### config.mk
export PLATFORM = sky130hd
export DESIGN_NAME = period_meter
export DESIGN_NICKNAME = d
export VERILOG_FILES = /design/src/rtl/period_meter.sv
export SDC_FILE = /design/constraint.sdc
export NUM_CORES = 1
export LEC_CHECK = 0
export CAP_MARGIN = 15
export CELL_PAD_IN_SITES_DETAIL_PLACEMENT = 1
export CELL_PAD_IN_SITES_GLOBAL_PLACEMENT = 1
export CORE_AREA = 2 2 84 86
export DETAILED_ROUTE_END_ITERATION = 10
export DIE_AREA = 0 0 86 88
export HOLD_SLACK_MARGIN = 0.12
export PLACE_DENSITY_LB_ADDON = 0.1
export SYNTH_ARGS = -nofsm -noshare
export SYNTH_HDL_FRONTEND = slang
export SYNTH_SLANG_ARGS = --single-unit
### constraint.sdc
create_clock -name clk -period 3.3 [get_ports clk]
set_input_delay 0.66 -clock clk [delete_from_list [all_inputs] [get_ports clk]]
set_output_delay 0.66 -clock clk [all_outputs]
set_load 0.005 [all_outputs]
### src/rtl/period_meter.sv
// Period and high-time meter for a slow asynchronous input, measured in clk cycles.
// Reports one result per input cycle with a valid strobe and flags loss of signal.
module period_meter #(
  parameter int unsigned CNT_W = 16
) (
  input  logic             clk,
  input  logic             reset,
  input  logic             enable,
  input  logic             sig_in,
  output logic [CNT_W-1:0] period,
  output logic [CNT_W-1:0] high_time,
  output logic             valid,
  output logic             timeout
);

  typedef enum logic {
    IDLE,
    MEASURE
  } state_e;

  localparam logic [CNT_W-1:0] MAX = '1;
  localparam logic [CNT_W-1:0] ONE = CNT_W'(1);

  state_e state_q, state_d;

  logic s1_q, s1_d;
  logic s2_q, s2_d;
  logic s3_q, s3_d;
  logic rise;
  logic at_max;

  logic [CNT_W-1:0] cnt_q, cnt_d;
  logic [CNT_W-1:0] hcnt_q, hcnt_d;
  logic [CNT_W-1:0] period_q, period_d;
  logic [CNT_W-1:0] high_time_q, high_time_d;
  logic             valid_q, valid_d;
  logic             timeout_q, timeout_d;

  // s1/s2 form the metastability guard; s3 only delays s2 for edge detection.
  always_comb begin
    s1_d   = sig_in;
    s2_d   = s1_q;
    s3_d   = s2_q;
    rise   = s2_q & ~s3_q;
    at_max = (cnt_q == MAX);
  end

  always_ff @(posedge clk) begin
    if (reset) begin
      state_q     <= IDLE;
      s1_q        <= 1'b0;
      s2_q        <= 1'b0;
      s3_q        <= 1'b0;
      cnt_q       <= '0;
      hcnt_q      <= '0;
      period_q    <= '0;
      high_time_q <= '0;
      valid_q     <= 1'b0;
      timeout_q   <= 1'b0;
    end else begin
      state_q     <= state_d;
      s1_q        <= s1_d;
      s2_q        <= s2_d;
      s3_q        <= s3_d;
      cnt_q       <= cnt_d;
      hcnt_q      <= hcnt_d;
      period_q    <= period_d;
      high_time_q <= high_time_d;
      valid_q     <= valid_d;
      timeout_q   <= timeout_d;
    end
  end

  always_comb begin
    state_d = state_q;
    if (!enable) begin
      state_d = IDLE;
    end else begin
      unique case (state_q)
        IDLE:    if (rise) state_d = MEASURE;
        MEASURE: if (!rise && at_max) state_d = IDLE;
        default: state_d = IDLE;
      endcase
    end
  end

  // The rise cycle itself counts as the first cycle of the next window,
  // so cnt restarts at 1 and period equals the exact rise-to-rise distance.
  always_comb begin
    cnt_d       = cnt_q;
    hcnt_d      = hcnt_q;
    period_d    = period_q;
    high_time_d = high_time_q;
    valid_d     = 1'b0;
    timeout_d   = timeout_q;
    if (!enable) begin
      cnt_d  = '0;
      hcnt_d = '0;
    end else begin
      unique case (state_q)
        IDLE: begin
          if (rise) begin
            cnt_d  = ONE;
            hcnt_d = ONE;
          end else begin
            cnt_d  = '0;
            hcnt_d = '0;
          end
        end
        MEASURE: begin
          if (rise) begin
            period_d    = cnt_q;
            high_time_d = hcnt_q;
            valid_d     = 1'b1;
            timeout_d   = 1'b0;
            cnt_d       = ONE;
            hcnt_d      = ONE;
          end else if (at_max) begin
            timeout_d = 1'b1;
            cnt_d     = '0;
            hcnt_d    = '0;
          end else begin
            cnt_d = cnt_q + ONE;
            if (s2_q) hcnt_d = hcnt_q + ONE;
          end
        end
        default: begin
          cnt_d  = '0;
          hcnt_d = '0;
        end
      endcase
    end
  end

  assign period    = period_q;
  assign high_time = high_time_q;
  assign valid     = valid_q;
  assign timeout   = timeout_q;

endmodule

==> flow_metrics.tcl, run 1 <==
set metrics [dict create \
    cts_root_buffer "clkbuf_8" \
    viasPerCell 5.275 \
    skew_ns 0.005084 \
    cp_slowest_cell "o41a_1" \
    final_nets 369 \
    path_class "reg -> reg" \
    highest_layer "met4" \
    cts_setup_buffers 0 \
    grt_util_all_layers_pct 18.52 \
    io_buffer_count 37 \
    antenna_found_initial 0 \
    dp_hpwl_um 4221 \
    rows 30 \
    ctsResizeCount 0 \
    cp.arrival_ns 2.66 \
    period_share_pct 72.25 \
    final_max_slew_viol_count 0 \
    dr_total_vias 2363 \
    grt_pass1_wl_um 11010 \
    totalWireLength_um 6344 \
    cts_buffer_depth 2 \
    area_growth_pct 24.17 \
    ant_nets 0 \
    ys_ff_latch 70 \
    antenna_cells 0 \
    syn_nets 334 \
    yosys_warnings 0 \
    hp-class "reg -> reg" \
    die-height_um 88 \
    grt_setup_unrepaired "no" \
    setup_viol 0 \
    cts_tree "done" \
    grt_pass1_vias 2312 \
    leakage_nw 1.054 \
    synth_area_per_cell_um2 8.411 \
    dr_wl_met2_um 2740 \
    netlist_instances 328 \
    p_per_area_nw_per_um2 493.5 \
    wl_per_cell_um 14.16 \
    wl_met3_um 195 \
    hold_ws_ns 0.4434 \
    cts.sinks 70 \
    setup_tns_ns 0 \
    critical_path_buf_inv_count 0 \
    period_needed_ns 2.384 \
    clock_latency_ns 0.35 \
    die-area_um2 7568 \
    start_kind "flip-flop" \
    status "complete, no violations" \
    yosysSeqAreaShare_pct 50.79 \
    yosysUniqueCellTypes 32 \
    die_x_um 86 \
    worst_ep_required_time_ns 3.58 \
    crit_fanout 23 \
    hold_viol 0 \
    wl_met1_um 3283 \
    crit_path_end_kind "flip-flop" \
    h-tree-depth 3 \
    initial_core_util_pct 41.53 \
    dr.first_iter.drc_count 95 \
    drc 0 \
    cp_slowest_stage_delay_ns 0.72 \
    cap_violations 0 \
    max_freq_ghz 0.4194 \
    io_pins 38 \
    numCtsBuffers 9 \
    grt_max_degree 38 \
    drive_gt1_share_pct 5.978 \
    path_cells "ha_1, nand3_1, o41a_1, nor4b_1, mux2i_1" \
    clk_pin_slew_worst_paths_ns 0.07 \
    dr.pass1.iters 4 \
    slew_headroom_pct 55.03 \
    gp_congestion 0.7437 \
    netlist_area_um2 2759 \
    critPathTopFamily "simple AND/OR/NAND/NOR gates" \
    hold_buffers 0 \
    vdd_ir_drop_max_uv 215.5 \
    core_um2 6644 \
    globalRoute.totalOverflow 0 \
    worst_slew_pin_slew_ns 0.6745 \
]
## state kept, by name (all words and copies together) (netlist names)
name       count
cnt_q         16
s3_q           1
s2_q           1
timeout        1
valid          1
period        16
s1_q           1
state_q        1
high_time     16
hcnt_q        16
## final timing paths
path	slack, ns	depth (start not counted)	to	from
max reg2reg	0.92	5	hcnt_q[15]$_SDFFE_PP0P_	cnt_q[0]$_SDFF_PP0_
min	0.44	1	s2_q$_SDFF_PP0_	s1_q$_SDFF_PP0_
min reg2reg	0.44	1	s2_q$_SDFF_PP0_	s1_q$_SDFF_PP0_
max	0.92	5	hcnt_q[15]$_SDFFE_PP0P_	cnt_q[0]$_SDFF_PP0_
## area by class of cell
class / count / area [um2]
repair buffers: 42 / 407.9
multi-input cells: 235 / 1261
inverters: 5 / 18.77
clock inverters: 7 / 112.6
well taps: 80 / 100.1
flip-flops and latches: 70 / 1401
clock buffers: 9 / 123.9
fillers: 787 / 3218
## layer usage
layer  GRT usage, %  vias to the layer above
li1               -                     1193
met1          25.51                     1117
met2          28.12                       41
met3          3.582                       12
met4          8.514                        0
met5              0                        -
## report_power, final
| group | total (mW) | leakage [nW] | internal, mW | switching [mW] |
|---|---|---|---|---|
| sequential | 0.849 | 0.564 | 0.846 | 0.00281 |
| combinational | 0.0226 | 0.371 | 0.00749 | 0.0151 |
| clock | 0.819 | 0.119 | 0.498 | 0.321 |
| total | 1.69 | 1.05 | 1.35 | 0.339 |
## kinds of logic after synthesis
logic type,count (synthesis),share of synthesized area (%)
simple gates,156,27.26
flops,70,50.79
compound gates,60,12.11
buf+inv,23,3.492
xor+xnor,16,5.079
fa+ha+maj,2,0.9069
mux,1,0.3628
## layout by cell type, fill, tap and decap left out
cell / count
nor3b_1: 1
nand3_1: 14
o21ai_0: 5
mux2i_1: 1
ha_1: 2
nor2b_1: 6
nand4_1: 8
nand3b_1: 3
or3_1: 5
dfxtp_1: 70
nor3_1: 5
clkdlybuf4s50_1: 37
nand4_4: 1
nand2_1: 69
or4_1: 6
bufinv_16: 3
a21oi_1: 44
clkbuf_8: 9
xor2_1: 4
nor4b_1: 1
a41oi_1: 1
xnor2_1: 12
nor2_1: 24
o41a_1: 2
clkinv_2: 3
inv_1: 5
nor4_1: 3
o31ai_1: 6
nand2b_1: 3
buf_4: 5
clkinvlp_4: 1
and3_1: 6
and4_1: 1
a31oi_1: 2
## synthesized netlist by cell type
library cell	count	share of area, %
dfxtp_1	70	51
nand2b_1	3	0.68
buf_2	1	0.18
or4_1	6	1.6
nor3_1	5	0.91
o21ai_0	5	0.91
nand2_1	69	9.4
nand4_4	1	0.77
clkbuf_2	1	0.18
nor4b_1	1	0.32
a31oi_1	2	0.45
ha_1	2	0.91
a41oi_1	1	0.32
xor2_1	4	1.3
inv_1	5	0.68
nor2b_1	6	1.4
a21oi_1	44	8.0
nor3b_1	1	0.27
nor2_1	24	3.3
nand3_1	14	2.5
and4_1	1	0.32
and3_1	6	1.4
buf_6	1	0.41
nand3b_1	3	0.82
xnor2_1	12	3.8
clkbuf_1	15	2.0
o41a_1	2	0.82
mux2i_1	1	0.36
nand4_1	8	1.8
or3_1	5	1.1
o31ai_1	6	1.6
nor4_1	3	0.68
## per-stage QoR
step	util [%]	std cells	power [mW]	setup WS (ns)	cell area, um2
floorplan	-	328	0.8825	1.260	2759
global placement	48.00	432	0.8909	0.9547	3189
detailed placement	48.00	432	0.8911	0.8721	3189
CTS	51.56	448	1.714	0.8969	3426
global route	51.56	448	1.745	0.7233	3426
finish	51.56	448	1.691	0.9157	3426
Note: power is estimated with default switching activity, not from simulation.
==> inputs of run 2 (changes only) <==
--- a/config.mk
+++ b/config.mk
@@ -8,9 +8,9 @@
 export CAP_MARGIN = 15
 export CELL_PAD_IN_SITES_DETAIL_PLACEMENT = 1
 export CELL_PAD_IN_SITES_GLOBAL_PLACEMENT = 1
-export CORE_AREA = 2 2 84 86
+export CORE_AREA = 2 2 87 89
 export DETAILED_ROUTE_END_ITERATION = 10
-export DIE_AREA = 0 0 86 88
+export DIE_AREA = 0 0 89 91
 export HOLD_SLACK_MARGIN = 0.12
 export PLACE_DENSITY_LB_ADDON = 0.1
 export SYNTH_ARGS = -nofsm -noshare
==> constraint.sdc (replaced) <==
create_clock -name clk -period 2.3 [get_ports clk]
set_input_delay 0.46 -clock clk [delete_from_list [all_inputs] [get_ports clk]]
set_output_delay 0.46 -clock clk [all_outputs]
set_load 0.005 [all_outputs]
==> flow_metrics.tcl, run 2 (synthesis gave the netlist of run 1 again) <==
set metrics [dict create \
    status "complete, no violations" \
    grt_max_degree 38 \
    cp_slowest_cell "or4_1" \
    drc 0 \
    cp.arrival_ns 2.42 \
    antenna_found_initial 0 \
    dp_hpwl_um 4465 \
    start_kind "flip-flop" \
    initial_core_util_pct 38.66 \
    period_needed_ns 2.144 \
    period_share_pct 93.22 \
    path_cells "ha_1, nand3_1, o41a_1, buf_4, or4_1, a21oi_1" \
    drive_gt1_share_pct 7.239 \
    p_per_area_nw_per_um2 656.1 \
    fin_total_pwr_mw 2.277 \
    slew_headroom_pct 74.34 \
    cts_setup_buffers 0 \
    max_freq_ghz 0.4664 \
    clk_pin_slew_worst_paths_ns 0.07 \
    layout_common_cells "dfxtp_1, nand2_1, a21oi_1" \
    critPathTopFamily "simple AND/OR/NAND/NOR gates" \
    area_growth_pct 25.81 \
    grt_util_all_layers_pct 17.80 \
    worst_ep_required_time_ns 2.57 \
    cts_buffer_depth 2 \
    die-area_um2 8099 \
    cap_violations 0 \
    grt_pass1_vias 2319 \
    design_area_um2 3471 \
    leakage_nw 1.066 \
    numCtsBuffers 9 \
    totalWireLength_um 6613 \
    hold_viol 0 \
    mostFrequentLayoutCell "dfxtp_1" \
    hp-class "reg -> reg" \
    setup_tns_ns 0 \
    dr.pass1.iters 4 \
    die-height_um 91 \
    dr_total_vias 2403 \
    skew_ns 0.007874 \
    ant_nets 0 \
    h-tree-depth 3 \
    grt_setup_unrepaired "no" \
    cp_slowest_stage_delay_ns 0.52 \
    critical_path_buf_inv_count 1 \
    setup_viol 0 \
    io_buffer_count 37 \
    cts_tree "done" \
    wl_per_cell_um 14.01 \
    grt_pass1_wl_um 11320 \
    final_nets 374 \
    io_pins 38 \
    core_um2 7137 \
    crit_fanout 23 \
    antenna_cells 0 \
    rows 31 \
    post-route-util_pct 48.63 \
    placed_area_um2 3263 \
    setup_slack_ns 0.1559 \
    die_x_um 89 \
    cts.sinks 70 \
    cts_root_buffer "clkbuf_8" \
    hold_buffers 0 \
    post-place-ws_ns 0.1735 \
    vdd_ir_drop_max_uv 338.6 \
    ctsResizeCount 0 \
    viasPerCell 5.091 \
    gp_congestion 0.7521 \
    crit_path_end_kind "flip-flop" \
    worst_slew_pin_slew_ns 0.3849 \
    dr.first_iter.drc_count 71 \
    fill_cells 861 \
    clock_latency_ns 0.34 \
    final_max_slew_viol_count 0 \
    path_class "reg -> reg" \
    globalRoute.totalOverflow 0 \
]
## run 2: final timing paths
kind,startpoint,to,slack (ns),cells after the start
worst max-delay path,cnt_q[0]$_SDFF_PP0_,hcnt_q[12]$_SDFFE_PP0P_,0.16,6
worst min register to register,s1_q$_SDFF_PP0_,s2_q$_SDFF_PP0_,0.45,1
worst min-delay path,s1_q$_SDFF_PP0_,s2_q$_SDFF_PP0_,0.45,1
worst max register to register,cnt_q[0]$_SDFF_PP0_,hcnt_q[12]$_SDFFE_PP0P_,0.16,6
## run 2: power by group
group,internal (mW),switching [mW]
registers,1.21,0.00413
logic,0.0115,0.0218
clock network,0.560,0.466
total,1.79,0.492
## run 2: layer usage
metal | up-vias | part of all wire [%] | global-route usage, %
met4 | 0 | 1.8 | 8.582
met2 | 51 | 44 | 25.44
li1 | 1205 | - | -
met3 | 8 | 3.3 | 3.000
met1 | 1139 | 51 | 25.74
met5 | - | 0 | 0
## run 2: metrics by stage
| step | std cells | hold WS (ns) |
|---|---|---|
| 2_1_floorplan | 328 | 0.4138 |
| 3_3_place_gp | 456 | 0.4201 |
| 3_5_place_dp | 456 | 0.4442 |
| 4_1_cts | 472 | 0.4568 |
| 5_1_grt | 472 | 0.4813 |
| 6_report | 472 | 0.4507 |
## run 2: cell type report
cell class,count,area [um2],area share (%)
inverters,5,18.77,0.5407
flip-flops and latches,70,1401,40.37
clock inverters,5,56.30,1.622
clock buffers,11,151.4,4.362
multi-input cells,235,1261,36.34
repair buffers,47,457.9,13.19
well taps,99,123.9,3.569
